<file path="src/rtl/adder_4bit_unit_if.sv">
`default_nettype none
// ============================================================================
// Module   : adder_4bit_unit_if
// Purpose  : Operand/result bundle for the 4-bit adder unit.
// Revision : 1.0 - initial release
// ============================================================================
interface adder_4bit_unit_if;
   logic [3:0] i_a;
   logic [3:0] i_b;
   logic       i_cin;
   logic       i_en;
   logic [3:0] o_sum;
   logic       o_cout;
   logic       o_ovf;
   logic       o_p;
   logic       o_g;
   logic [3:0] o_sum_q;
   logic       o_cout_q;
   logic       o_ovf_q;
   logic       o_vld_q;

   modport master (
      output i_a, i_b, i_cin, i_en,
      input  o_sum, o_cout, o_ovf, o_p, o_g,
      input  o_sum_q, o_cout_q, o_ovf_q, o_vld_q
   );

   modport slave (
      input  i_a, i_b, i_cin, i_en,
      output o_sum, o_cout, o_ovf, o_p, o_g,
      output o_sum_q, o_cout_q, o_ovf_q, o_vld_q
   );
endinterface
`default_nettype wire

</file>
<file path="src/rtl/adder_4bit_unit.sv">
`default_nettype none
// ============================================================================
// Module   : adder_4bit_unit
// Purpose  : Ripple-carry 4-bit adder with group P/G and a registered result.
// Revision : 1.0 - initial release
// ============================================================================
module adder_4bit_unit (
   input  wire logic         i_clk,
   input  wire logic         i_rst_n,
   adder_4bit_unit_if.slave  bus
);

   logic [4:0] w_c;
   logic [3:0] w_s;
   logic [3:0] w_p;
   logic [3:0] w_g;

   logic [3:0] r_sum;
   logic       r_cout;
   logic       r_ovf;
   logic       r_vld;

   assign w_c[0] = bus.i_cin;

   generate
      for (genvar k = 0; k < 4; k++) begin : g_fa
         assign w_p[k]   = bus.i_a[k] ^ bus.i_b[k];
         assign w_g[k]   = bus.i_a[k] & bus.i_b[k];
         assign w_s[k]   = w_p[k] ^ w_c[k];
         assign w_c[k+1] = w_g[k] | (w_c[k] & w_p[k]);
      end
   endgenerate

   assign bus.o_sum  = w_s;
   assign bus.o_cout = w_c[4];
   // Signed overflow: carry into the sign bit disagrees with carry out of it.
   assign bus.o_ovf  = w_c[3] ^ w_c[4];
   assign bus.o_p    = &w_p;
   assign bus.o_g    = w_g[3]
                     | (w_p[3] & w_g[2])
                     | (w_p[3] & w_p[2] & w_g[1])
                     | (w_p[3] & w_p[2] & w_p[1] & w_g[0]);

   always_ff @(posedge i_clk or negedge i_rst_n) begin
      if (!i_rst_n) begin
         r_sum  <= 4'd0;
         r_cout <= 1'b0;
         r_ovf  <= 1'b0;
         r_vld  <= 1'b0;
      end else if (bus.i_en) begin
         r_sum  <= w_s;
         r_cout <= w_c[4];
         r_ovf  <= w_c[3] ^ w_c[4];
         r_vld  <= 1'b1;
      end else begin
         r_vld  <= 1'b0;
      end
   end

   assign bus.o_sum_q  = r_sum;
   assign bus.o_cout_q = r_cout;
   assign bus.o_ovf_q  = r_ovf;
   assign bus.o_vld_q  = r_vld;

endmodule
`default_nettype wire

</file>
<file path="src/flat_wrapper.sv">
// flat-port wrapper written by rule: the top's interface ports become plain ports
module adder_4bit_unit_flat 
  (i_clk, i_rst_n, bus_i_a, bus_i_b, bus_i_cin, bus_i_en, bus_o_sum, bus_o_cout, bus_o_ovf, bus_o_p, bus_o_g, bus_o_sum_q, bus_o_cout_q, bus_o_ovf_q, bus_o_vld_q);
  adder_4bit_unit_if bus_i ();
  input  wire logic i_clk;
  input  wire logic i_rst_n;
  input wire logic [$bits(bus_i.i_a)-1:0] bus_i_a;
  input wire logic [$bits(bus_i.i_b)-1:0] bus_i_b;
  input wire logic [$bits(bus_i.i_cin)-1:0] bus_i_cin;
  input wire logic [$bits(bus_i.i_en)-1:0] bus_i_en;
  output wire logic [$bits(bus_i.o_sum)-1:0] bus_o_sum;
  output wire logic [$bits(bus_i.o_cout)-1:0] bus_o_cout;
  output wire logic [$bits(bus_i.o_ovf)-1:0] bus_o_ovf;
  output wire logic [$bits(bus_i.o_p)-1:0] bus_o_p;
  output wire logic [$bits(bus_i.o_g)-1:0] bus_o_g;
  output wire logic [$bits(bus_i.o_sum_q)-1:0] bus_o_sum_q;
  output wire logic [$bits(bus_i.o_cout_q)-1:0] bus_o_cout_q;
  output wire logic [$bits(bus_i.o_ovf_q)-1:0] bus_o_ovf_q;
  output wire logic [$bits(bus_i.o_vld_q)-1:0] bus_o_vld_q;
  assign bus_i.i_a = bus_i_a;
  assign bus_i.i_b = bus_i_b;
  assign bus_i.i_cin = bus_i_cin;
  assign bus_i.i_en = bus_i_en;
  assign bus_o_sum = bus_i.o_sum;
  assign bus_o_cout = bus_i.o_cout;
  assign bus_o_ovf = bus_i.o_ovf;
  assign bus_o_p = bus_i.o_p;
  assign bus_o_g = bus_i.o_g;
  assign bus_o_sum_q = bus_i.o_sum_q;
  assign bus_o_cout_q = bus_i.o_cout_q;
  assign bus_o_ovf_q = bus_i.o_ovf_q;
  assign bus_o_vld_q = bus_i.o_vld_q;
  adder_4bit_unit u_core (.i_clk(i_clk), .i_rst_n(i_rst_n), .bus(bus_i));
endmodule
</file>
<file path="config.mk">
export PLATFORM = sky130hd
export DESIGN_NAME = adder_4bit_unit_flat
export DESIGN_NICKNAME = d
export VERILOG_FILES = /design/src/rtl/adder_4bit_unit_if.sv /design/src/rtl/adder_4bit_unit.sv /design/src/flat_wrapper.sv
export SDC_FILE = /design/constraint.sdc
export NUM_CORES = 1
export LEC_CHECK = 0
export CAP_MARGIN = 10
export CORE_MARGIN = 2
export CORE_UTILIZATION = 35
export CTS_BUF_LIST = sky130_fd_sc_hd__clkbuf_16
export DETAILED_ROUTE_END_ITERATION = 16
export PLACE_DENSITY = 0.84
export REMOVE_ABC_BUFFERS = 1
export SYNTH_ARGS = -nofsm -noshare
export SYNTH_HDL_FRONTEND = slang
export SYNTH_SLANG_ARGS = --single-unit
</file>
<file path="constraint.sdc">
create_clock -name i_clk -period 3 [get_ports i_clk]
set_clock_uncertainty 0.05 [all_clocks]
set_input_delay 0.45 -clock i_clk [delete_from_list [all_inputs] [get_ports i_clk]]
set_output_delay 0.45 -clock i_clk [all_outputs]
set_load 0.01 [all_outputs]
</file>
==> Word-level counts from Yosys, hierarchy flattened <==
Cells that the tools add are included.
{ "classes": {"bitwise_logic": 29, "n_mux": 1, "reduce_logical": 1} }
{ "op_table": {"columns": ["operator", "count"], "rows": [
  ["$and A1 B1 Y1", 13],
  ["$xor A1 B1 Y1", 9],
  ["$or A1 B1 Y1", 7],
  ["$reduce_and A4 Y1", 1],
  ["$mux W1", 1]
]} }
{ "totals": {"reg_bits": 7, "output_inout_bits": 15, "input_bits": 12} }

==> Longest topological paths before layout <==
{ "logic_depth": {"word_depth": 10, "depth_mapped": 9, "ltp_nobuf": 9} }

==> Worst setup path after synthesis <==
OpenSTA, ideal clock, no wires.
{ "synth_path": {"path_kind": "input-to-output", "startpoint": "input port bus_i_cin", "endpoint": "output port bus_o_sum[3]", "stages": 8, "required_time_ns": 2.500, "n_path_buf": 0, "arrival_time_ns": 2.064, "path_slack_ns": 0.436, "cell_sequence": "fa_1 -> inv_1 -> fa_1 -> inv_1 -> fa_1 -> inv_1 -> fa_1 -> inv_1"} }
{ "synth_between": {"elab_chain_len": 7} }
{ "synth_rtl": {"columns": ["element", "line_no", "rtl"], "rows": [
  ["start, declared", "flat_wrapper.sv:9", "input wire logic [$bits(bus_i.i_cin)-1:0] bus_i_cin;"],
  ["$and A1 B1 Y1", "adder_4bit_unit.sv:30", "assign w_c[k+1] = w_g[k] | (w_c[k] & w_p[k]);"],
  ["$or A1 B1 Y1", "adder_4bit_unit.sv:30", null],
  ["$and A1 B1 Y1", "adder_4bit_unit.sv:30", null],
  ["$or A1 B1 Y1", "adder_4bit_unit.sv:30", null],
  ["$and A1 B1 Y1", "adder_4bit_unit.sv:30", null],
  ["$or A1 B1 Y1", "adder_4bit_unit.sv:30", null],
  ["$xor A1 B1 Y1", "adder_4bit_unit.sv:29", "assign w_s[k] = w_p[k] ^ w_c[k];"],
  ["end, declared", "flat_wrapper.sv:11", "output wire logic [$bits(bus_i.o_sum)-1:0] bus_o_sum;"]
]} }
No other way between the ends.

==> Final worst setup path <==
Ends and elaborated chain as after synthesis.

==> results.sh <==
export IMPL_status="completed"
export IMPL_antenna_found_initial=0
export IMPL_slowest_delay_ns=0.43
export IMPL_fin_cells=90
export IMPL_insertion_delay_ns=0.23
export IMPL_maxClockFrequency_mhz=344.6
export IMPL_fin_area_um2=870.8
export IMPL_hp_class="primary input to asynchronous set/reset pin"
export IMPL_p_leak_nw=0.4340
export IMPL_place_area_um2=782.0
export IMPL_drt_first_iter_violations=1
export IMPL_end_kind="primary output"
export IMPL_crit_top_cell="inv_1"
export IMPL_grt_pass1_vias=426
export IMPL_path_cells="dlygate4sd2_1, fa_1, inv_1, fa_1, inv_1, fa_2, inv_1, fa_2, inv_2, buf_6"
export IMPL_final_util=0.6864
export IMPL_start_util=0.3639
export IMPL_vias=382
export IMPL_top_usage_layer="met2"
export IMPL_worstPathArrival_ns=2.40
export IMPL_rsz0062_at_grt="false"
export IMPL_peakVddDrop_v=0.0004221
export IMPL_die_area_um2=1626
export IMPL_synthesis_area_um2=461.7
export IMPL_gp_congestion=0.7310
export IMPL_setup_viol=0
export IMPL_hold_violations=0
export IMPL_syn_area_per_cell_um2=12.15
export IMPL_start_kind="primary input"
export IMPL_cts_hold_buf=0
export IMPL_relSlewSlack=0.7940
export IMPL_cts_tree="done"
export IMPL_ys_warn_count=0
export IMPL_core_um2=1269
export IMPL_firstDrtPassIters=2
export IMPL_r2r_setup_slack_ns=2.18
export IMPL_drive_above_1_share=0.3467
export IMPL_critPathRequiredTime_ns=2.50
export IMPL_synth_distinct_cells=12
export IMPL_ys_seq_elements=7
export IMPL_port_buffers=26
export IMPL_grtUsageMet3=0.07222
export IMPL_fp_row_count=13
export IMPL_max_cap_violations=0
export IMPL_wl_per_cell_um=11.94
export IMPL_h_tree_depth=1
export IMPL_finalCriticalPeriod_ns=2.902
export IMPL_yosysSeqAreaShare=0.3794
export IMPL_cp_max_fo=2
export IMPL_use_met1=0.1615
export IMPL_cts_sinks=7
export IMPL_worst_pin_slew_ns=0.3081
export IMPL_finalCritPeriodShare=0.9672
export IMPL_met2_usage=0.3175
export IMPL_numCtsBuffers=3
export IMPL_synthCells=38
export IMPL_place_ws_ns=-0.5572
export IMPL_drt_total_wl_um=1075
export IMPL_root_buffer="clkbuf_16"
export IMPL_area_growth_pct=88.62
export IMPL_vias_per_cell=4.244
export IMPL_pwr_density_cell_nw_per_um2=600.2
export IMPL_layout_nets=96
export IMPL_multi_input_area_um2=250.2
export IMPL_layout_setup_ws_ns=0.09848
export IMPL_clkTransAtPathRegs_ns=0.04
export IMPL_clockBufferDepth=2
export IMPL_die_y_um=40.32
export IMPL_grt_max_degree=8
export IMPL_worstSetupPathType="primary input to primary output"
export IMPL_regArea_um2=175.2
export IMPL_setup_tns_ns=0
export IMPL_antenna_left=0
export IMPL_track_usage=0.1719
export IMPL_io_pin_count=27
export IMPL_grt_ovfl_total=0
export IMPL_grt_pass1_wl_um=1731
export IMPL_die_w_um=40.32
export IMPL_final_max_slew_viol_count=0
export IMPL_drc=0
export IMPL_crit_slowest_cell="fa_2"
export IMPL_antenna_cells=0
export IMPL_nFillCells=108
export IMPL_dp_cells=85
export IMPL_dp_hpwl_um=892.4
final cells by class:
class | instances | share of cell area
clock buffers | 3 | 0.08621
repair buffers | 34 | 0.3549
clock inverters | 1 | 0.005747
well taps | 15 | 0.02155
flip-flops and latches | 7 | 0.2011
inverters | 10 | 0.04310
multi-input cells | 20 | 0.2874
worst paths after layout:
| kind | from | to | cells after the start |
|---|---|---|---|
| worst min register to register | u_core.bus.o_cout_q | u_core.bus.o_cout_q | 1 |
| worst max register to register | u_core.bus.o_sum_q[1] | u_core.bus.o_sum_q[1] | 1 |
| min in group i_clk | u_core.bus.o_cout_q | u_core.bus.o_cout_q | 1 |
| worst max-delay path | bus_i_cin | bus_o_sum[3] | 10 |
| worst min-delay path | i_rst_n | u_core.bus.o_vld_q | 1 |
| max in group asynchronous | i_rst_n | u_core.bus.o_sum_q[2] | 1 |
cell families (layout without fill, tap and decap cells):
logic type,Yosys count,after routing,synth area share
adder cells (fa/ha/maj),8,8,0.2819
buffers and inverters,11,48,0.1057
AO/OA/AOI/OAI,3,3,0.03251
AND/OR/NAND/NOR,2,2,0.02710
flip-flops,7,7,0.3794
multiplexers,6,6,0.1545
XOR/XNOR,1,1,0.01897
per-layer routing:
| metal | routed length, um | share of wire |
|---|---|---|
| met1 | 375 | 0.35 |
| met2 | 612 | 0.57 |
| met3 | 87 | 0.081 |
| met4 | 0 | 0 |
| met5 | 0 | 0 |
where the power goes:
group          internal, W  switching (W)  leakage (nW)
Sequential        0.000113      0.0000101        0.0818
Clock             0.000175      0.0000517        0.0409
Combinational     0.000107      0.0000661         0.311
Total             0.000395       0.000128         0.434
flip-flops by register name (all words and copies together) (netlist names):
signal	cells
u_core.bus.o_sum_q	4
u_core.bus.o_cout_q	1
u_core.bus.o_vld_q	1
u_core.bus.o_ovf_q	1
critical path, delay by kind of cell:
family	cells	cell delay (ns)
adders and majority gates	4	1.32
buffers and inverters	6	0.63
stage by stage:
step / total power, W / hold slack (ns)
floorplan: 0.0001867 / 0.1044
global placement: 0.0002909 / 0.4414
detailed placement: 0.0002968 / 0.4551
CTS: 0.0005249 / 0.4320
global route: 0.0005509 / 0.4490
finish: 0.0005227 / 0.4264
cell usage after synthesis:
master	number	share of area
inv_1	10	0.081
mux2_4	1	0.033
a21oi_1	2	0.022
xnor2_1	1	0.019
ha_1	4	0.11
dfrtp_1	7	0.38
o21ai_0	1	0.011
nand2_1	1	0.0081
mux2_2	5	0.12
buf_6	1	0.024
and4_1	1	0.019
fa_1	4	0.17
timing repair:
item / CTS / global route
buffers inserted: 1 / 0
resized for setup: 16 / 6
pin swaps: 2 / 2
setup endpoints to repair: 4 / 3
gates cloned: 0 / 0
layout by cell type, fill, tap and decap left out, types with 2 or more instances in the layout:
master | netlist | final
clkdlybuf4s50_1 | 0 | 18
ha_1 | 4 | 4
buf_4 | 0 | 8
clkbuf_16 | 0 | 3
a21oi_1 | 2 | 2
dfrtp_1 | 7 | 7
dlygate4sd2_1 | 0 | 4
inv_2 | 0 | 2
inv_1 | 10 | 8
fa_2 | 0 | 2
fa_1 | 4 | 2
mux2_2 | 5 | 5
Note: power is estimated with default switching activity, not from simulation.
